**src/rtl/bist_pattern_misr_ctrl.sv**
```systemverilog
// rtl/bist_pattern_misr_ctrl.sv - LFSR pattern driver and MISR signature compactor for netlist self-test
// One pattern per clock from a Galois LFSR; responses folded into a Galois MISR and compared to golden.
module bist_pattern_misr_ctrl #(
    parameter int               IN_W      = 16,
    parameter int               OUT_W     = 23,
    parameter int               PATTERNS  = 256,
    parameter logic [IN_W-1:0]  SEED      = 16'h0001,
    parameter logic [IN_W-1:0]  LFSR_POLY = 16'hB400,
    parameter logic [OUT_W-1:0] MISR_POLY = 23'h420000
) (
    input  logic             clk,
    input  logic             rst,
    input  logic             start,
    input  logic             abort,
    input  logic [OUT_W-1:0] golden,
    input  logic [OUT_W-1:0] dut_out,
    output logic [IN_W-1:0]  dut_in,
    output logic             busy,
    output logic             done,
    output logic             pass,
    output logic [OUT_W-1:0] signature,
    output logic [15:0]      pat_count
);

    // An all-zero seed would lock the LFSR, so it is promoted to 1.
    localparam logic [IN_W-1:0] SEED_EFF  = (SEED == '0) ? {{(IN_W-1){1'b0}}, 1'b1} : SEED;
    localparam logic [15:0]     LAST_IDX  = 16'(PATTERNS - 1);

    typedef enum logic [1:0] {
        ST_IDLE = 2'd0,
        ST_RUN  = 2'd1,
        ST_DONE = 2'd2
    } state_t;

    state_t state;
    state_t state_next;

    logic             load;
    logic             absorb;
    logic             last_pattern;
    logic             match;
    logic             pass_hold;
    logic [IN_W-1:0]  lfsr_next;
    logic [OUT_W-1:0] misr_next;

    assign load         = (state == ST_IDLE) && start;
    assign absorb       = (state == ST_RUN) && !abort;
    assign last_pattern = (pat_count == LAST_IDX);
    assign match        = (signature == golden);

    assign lfsr_next = (dut_in >> 1) ^ (dut_in[0] ? LFSR_POLY : '0);
    assign misr_next = (signature >> 1) ^ (signature[0] ? MISR_POLY : '0) ^ dut_out;

    always_ff @(posedge clk) begin
        if (rst) begin
            state <= ST_IDLE;
        end else begin
            state <= state_next;
        end
    end

    always_comb begin
        state_next = state;
        case (state)
            ST_IDLE: begin
                if (start) begin
                    state_next = ST_RUN;
                end
            end
            ST_RUN: begin
                if (abort) begin
                    state_next = ST_IDLE;
                end else if (last_pattern) begin
                    state_next = ST_DONE;
                end
            end
            ST_DONE: begin
                state_next = ST_IDLE;
            end
            default: begin
                state_next = ST_IDLE;
            end
        endcase
    end

    always_ff @(posedge clk) begin
        if (rst) begin
            dut_in    <= '0;
            signature <= '0;
            pat_count <= '0;
            pass_hold <= 1'b0;
        end else if (load) begin
            dut_in    <= SEED_EFF;
            signature <= '0;
            pat_count <= '0;
            pass_hold <= 1'b0;
        end else if (absorb) begin
            dut_in    <= lfsr_next;
            signature <= misr_next;
            pat_count <= pat_count + 16'd1;
        end else if (state == ST_DONE) begin
            pass_hold <= match;
        end
    end

    // pass is live during the done cycle and held afterwards until the next start.
    assign busy = (state == ST_RUN);
    assign done = (state == ST_DONE);
    assign pass = (state == ST_DONE) ? match : pass_hold;

endmodule

```
**config.mk**
```make
export PLATFORM = sky130hd
export DESIGN_NAME = bist_pattern_misr_ctrl
export DESIGN_NICKNAME = d
export VERILOG_FILES = /design/src/rtl/bist_pattern_misr_ctrl.sv
export SDC_FILE = /design/constraint.sdc
export NUM_CORES = 1
export LEC_CHECK = 0
export CAP_MARGIN = 20
export CELL_PAD_IN_SITES_DETAIL_PLACEMENT = 2
export CELL_PAD_IN_SITES_GLOBAL_PLACEMENT = 2
export CORE_UTILIZATION = 26
export CTS_CLUSTER_SIZE = 24
export DETAILED_ROUTE_END_ITERATION = 10
export GPL_TIMING_DRIVEN = 1
export PLACE_DENSITY = 0.86
export RECOVER_POWER = 25
export SYNTH_ARGS = -nofsm -noshare
export SYNTH_HDL_FRONTEND = slang
export SYNTH_SLANG_ARGS = --single-unit
```
**constraint.sdc**
```tcl
create_clock -name clk -period 4.6 [get_ports clk]
set_input_delay 0.46 -clock clk [delete_from_list [all_inputs] [get_ports clk]]
set_output_delay 0.46 -clock clk [all_outputs]
set_load 0.02 [all_outputs]
```
==> qor.log <==
qor: outcome.run_status complete, but fails checks
qor: outcome.failed_checks capacitance limit, slew limit
qor: timing.fin_tns_setup 0 ns
qor: final_layout.layout_commonest_cell sky130_fd_sc_hd__clkdlybuf4s50_1
qor: floorplan.dieArea 11,200 sq um
qor: worst_setup_path.crit-reg2reg-launch state[0]
qor: timing.final.period_utilization 62.3%
qor: worst_setup_path.critical_path_class primary input to primary output
qor: floorplan.design.core.area 10,400 sq um
qor: power_and_ir_drop.report.power.total 1.13 mW
qor: clock_tree.clock-sinks 58
qor: placement.placed_instance_area 3900 sq um
qor: worst_setup_path.worst_ep_arrival_time 2.40 ns
qor: clock_tree.post_cts_hold_buffer_count 0
qor: detailed_routing.drt-initial-drc-count 33
qor: worst_setup_path.crit_path_top_delay_cell sky130_fd_sc_hd__clkdlybuf4s50_1
qor: power_and_ir_drop.irDropWorstVdd 0.103 mV
qor: yosys.sequential_to_total_area_share_from_yosys_stat 41.4%
qor: yosys.syn-cell-area 2800 sq um
qor: worst_setup_path.cp_max_fo 2
qor: detailed_routing.vias_per_cell 4.81
qor: final_layout.area_growth_syn_to_layout 46.0%
qor: worst_setup_path.cp_common_cell sky130_fd_sc_hd__clkdlybuf4s50_1
qor: worst_setup_path.critPathRequiredTime 4.14 ns
qor: clock_tree.tritoncts.num_buffers 9
qor: yosys.synth_nets 379
qor: detailed_routing.drt.antenna.violating_nets 0
qor: yosys.postSynthCellCount 328
qor: power_and_ir_drop.sw_share 25.3%
qor: global_route.antenna_found_initial 0
qor: yosys.synth_edf_count 0
qor: floorplan.die_width 106 microns
qor: clock_tree.clockBufferDepth 2
qor: floorplan.starting_utilization_of_the_core_area 27.0%
qor: power_and_ir_drop.internal_power 0.847 mW
qor: worst_hold_path.hold_start dut_in[5]
qor: flow_run.max-cap-violations 1
qor: power_and_ir_drop.clock_power_share 39.4%
qor: worst_setup_path.worst_setup_path_end_kind primary output
qor: timing.tightest_slew 1.57 ns
qor: global_route.grt_start_max_net_pins 55
qor: placement.io_buffers 107
qor: timing.timing.final.crit_period 2.86 ns
qor: timing.maxSlewHeadroom -4.55%
qor: clock_tree.clk_latency 0.33 ns
qor: worst_setup_path.critical-path-max-stage-delay 0.63 ns
qor: timing.final.setup.worst_slack 1.74 ns
qor: yosys.ys_warn_count 0
qor: power_and_ir_drop.leakage 1.40 nW
qor: yosys.synth_area_per_cell 8.54 sq um
qor: detailed_routing.drt_first_pass_iters 3
qor: global_route.globalRouteOverflowTotal 0
qor: final_layout.design_area 4090 sq um
qor: placement.dpl_worst_slack 1.75 ns
qor: worst_setup_path.critical_path.reg2reg.endpoint signature[1]
qor: timing.count_of_final_setup_violators 0
qor: worst_setup_path.r2r_cells 4
qor: timing.max_freq 349 MHz
qor: global_route.groute.usage.overall 17.1%
qor: clock_tree.cts.root.buffer_cell sky130_fd_sc_hd__clkbuf_8
qor: placement.detailed_place_hpwl 6.71 mm
qor: worst_setup_path.setup.worst_path.start_class primary input
qor: detailed_routing.routed_wirelength 9.00 mm
qor: final_layout.n_antenna_cell 0
qor: floorplan.placementRows 37
qor: worst_hold_path.number_of_stages_on_the_worst_hold_path 2
qor: clock_tree.cts_tree built
qor: worst_setup_path.crit_chain clkdlybuf4s50_1 > xor2_1 > nor4_1 > nand4_1 > o21ai_0 > clkdlybuf4s50_1
qor: final_layout.design.final.nets 469
qor: worst_hold_path.timing.hold.worst.class flip-flop to flip-flop
qor: power_and_ir_drop.sequentialPowerShare 46.5%
qor: timing.finalHoldViolations 0
qor: worst_hold_path.timing.hold.worst_endpoint dut_in[5]
qor: clock_tree.post_cts_resize_count 0
qor: final_layout.layout.cells.most_common_list sky130_fd_sc_hd__clkdlybuf4s50_1, sky130_fd_sc_hd__dfxtp_1, sky130_fd_sc_hd__nor2_1, sky130_fd_sc_hd__nand2_1, sky130_fd_sc_hd__xnor2_1
qor: placement.gp_routability_congestion 0.763
qor: final_layout.fraction_of_layout_cells_with_a_size_suffix_above_1 4.27%
qor: yosys.ys_seq_elements 58
qor: timing.final_max_slew_viol_count 39
qor: timing.rsz_0062_raised_after_global_routing no
qor: detailed_routing.detail_route.drc_violations 0
qor: detailed_routing.route.vias.total 2,685
qor: global_route.grt_pass1_vias 2,926
qor: global_route.global_route_wire_length_before_repair 14.8 mm
qor: clock_tree.cts_setup_buffers 0
qor: detailed_routing.drt-wirelength-per-cell 16.1 microns
qor: timing.final.setup_skew 0.00735 ns
qor: yosys.synth-main-ff-cell sky130_fd_sc_hd__dfxtp_1
qor: worst_setup_path.timing.reg2reg.setup_slack 2.20 ns
qor: power_and_ir_drop.comb_power_share 14.0%
qor: power_and_ir_drop.power.density 277 nW/um^2
qor: floorplan.chipHeight 106 microns
qor: clock_tree.htreeDepth 3
qor: floorplan.io_pins 108
qor: yosys.asyncSetResetFlopFracSynth 0%
qor: clock_tree.cts.reportedPaths.clkPinSlew 0.06 ns
qor: power_and_ir_drop.switching_power_total 0.287 mW
qor: yosys.distinct_cell_type_count_of_the_synthesized_netlist 32
qor: final_layout.nFillCells 1,170
## state kept, by name, summed over array words and instances (netlist names)
name and cells:
dut_in 16, state 2, pat_count 16, pass_hold 1, signature 23
## through the flow
step | util (%) | hold slack [ns] | std cells
floorplan | - | 0.445 | 328
global placement | 37.6 | 0.459 | 542
detailed placement | 37.6 | 0.470 | 542
CTS | 39.4 | 0.479 | 557
global route | 39.5 | 0.503 | 558
finish | 39.5 | 0.473 | 558
## area by class of cell
type	count	area, sq um	share of cell area (%)
clock buffer	13	179	4.37
clock inverter	2	10.0	0.245
inverter	2	7.51	0.183
multi-input combinational	237	1460	35.7
sequential	58	1160	28.4
tap	136	170	4.16
timing repair buffer	110	1100	26.9
## kinds of logic after synthesis
family / Yosys count / synth area share (%)
and+or+nand+nor: 120 / 20.2
AOI/OAI and AO/OA: 57 / 13.3
adders and majority gates: 1 / 0.446
xor gates and xnor gates: 59 / 18.4
buffers and inverters: 33 / 6.21
DFF: 58 / 41.4
## per-layer routing
metal  up-vias  wire (microns)  GRT usage (%)
li1       1292               -              -
met1      1295            3820           19.4
met5         -               0              0
met3        14             512           4.70
met2        84            4500           30.3
met4         0             169           6.45
## power groups by stage
| stage | Combinational, mW | Clock [mW] | Sequential [mW] |
|---|---|---|---|
| floorplan | 0.0705 | 0 | 0.543 |
| global placement | 0.155 | 0 | 0.539 |
| detailed placement | 0.160 | 0 | 0.540 |
| CTS | 0.161 | 0.463 | 0.528 |
| global route | 0.173 | 0.481 | 0.530 |
| finish | 0.159 | 0.447 | 0.528 |
## worst max path at each step
stage	start	endpoint	slack, ns	depth (start not counted)
after global routing	golden[6]	pass	1.54	6
after global placement	golden[11]	pass	1.76	6
after floorplan	golden[12]	pass	2.66	4
after CTS	state[1]	pass	1.64	5
after detailed placement	golden[6]	pass	1.75	6
final	golden[6]	pass	1.74	6
## worst max-delay path, delay by kind of cell
family	cells	cell delay (ns)
buf+inv	2	1.05
xor+xnor	1	0.17
simple gates	2	0.54
compound gates	1	0.18
## Yosys cell counts (4+ instances only)
cell type | instances | area share [%]
sky130_fd_sc_hd__dfxtp_1 | 58 | 41
sky130_fd_sc_hd__nor2_1 | 38 | 5.1
sky130_fd_sc_hd__nand2_1 | 36 | 4.8
sky130_fd_sc_hd__xnor2_1 | 32 | 10
sky130_fd_sc_hd__a211oi_1 | 27 | 7.2
sky130_fd_sc_hd__xor2_1 | 27 | 8.4
sky130_fd_sc_hd__a21oi_1 | 19 | 3.4
sky130_fd_sc_hd__clkbuf_1 | 16 | 2.1
sky130_fd_sc_hd__buf_4 | 13 | 3.5
sky130_fd_sc_hd__nand3_1 | 10 | 1.8
sky130_fd_sc_hd__nor4_1 | 10 | 2.2
sky130_fd_sc_hd__o31ai_1 | 6 | 1.6
sky130_fd_sc_hd__nand4_1 | 4 | 0.89
sky130_fd_sc_hd__nor3_1 | 4 | 0.71
sky130_fd_sc_hd__or4_1 | 4 | 1.1
No activity file was read; power rests on OpenSTA's default activity.
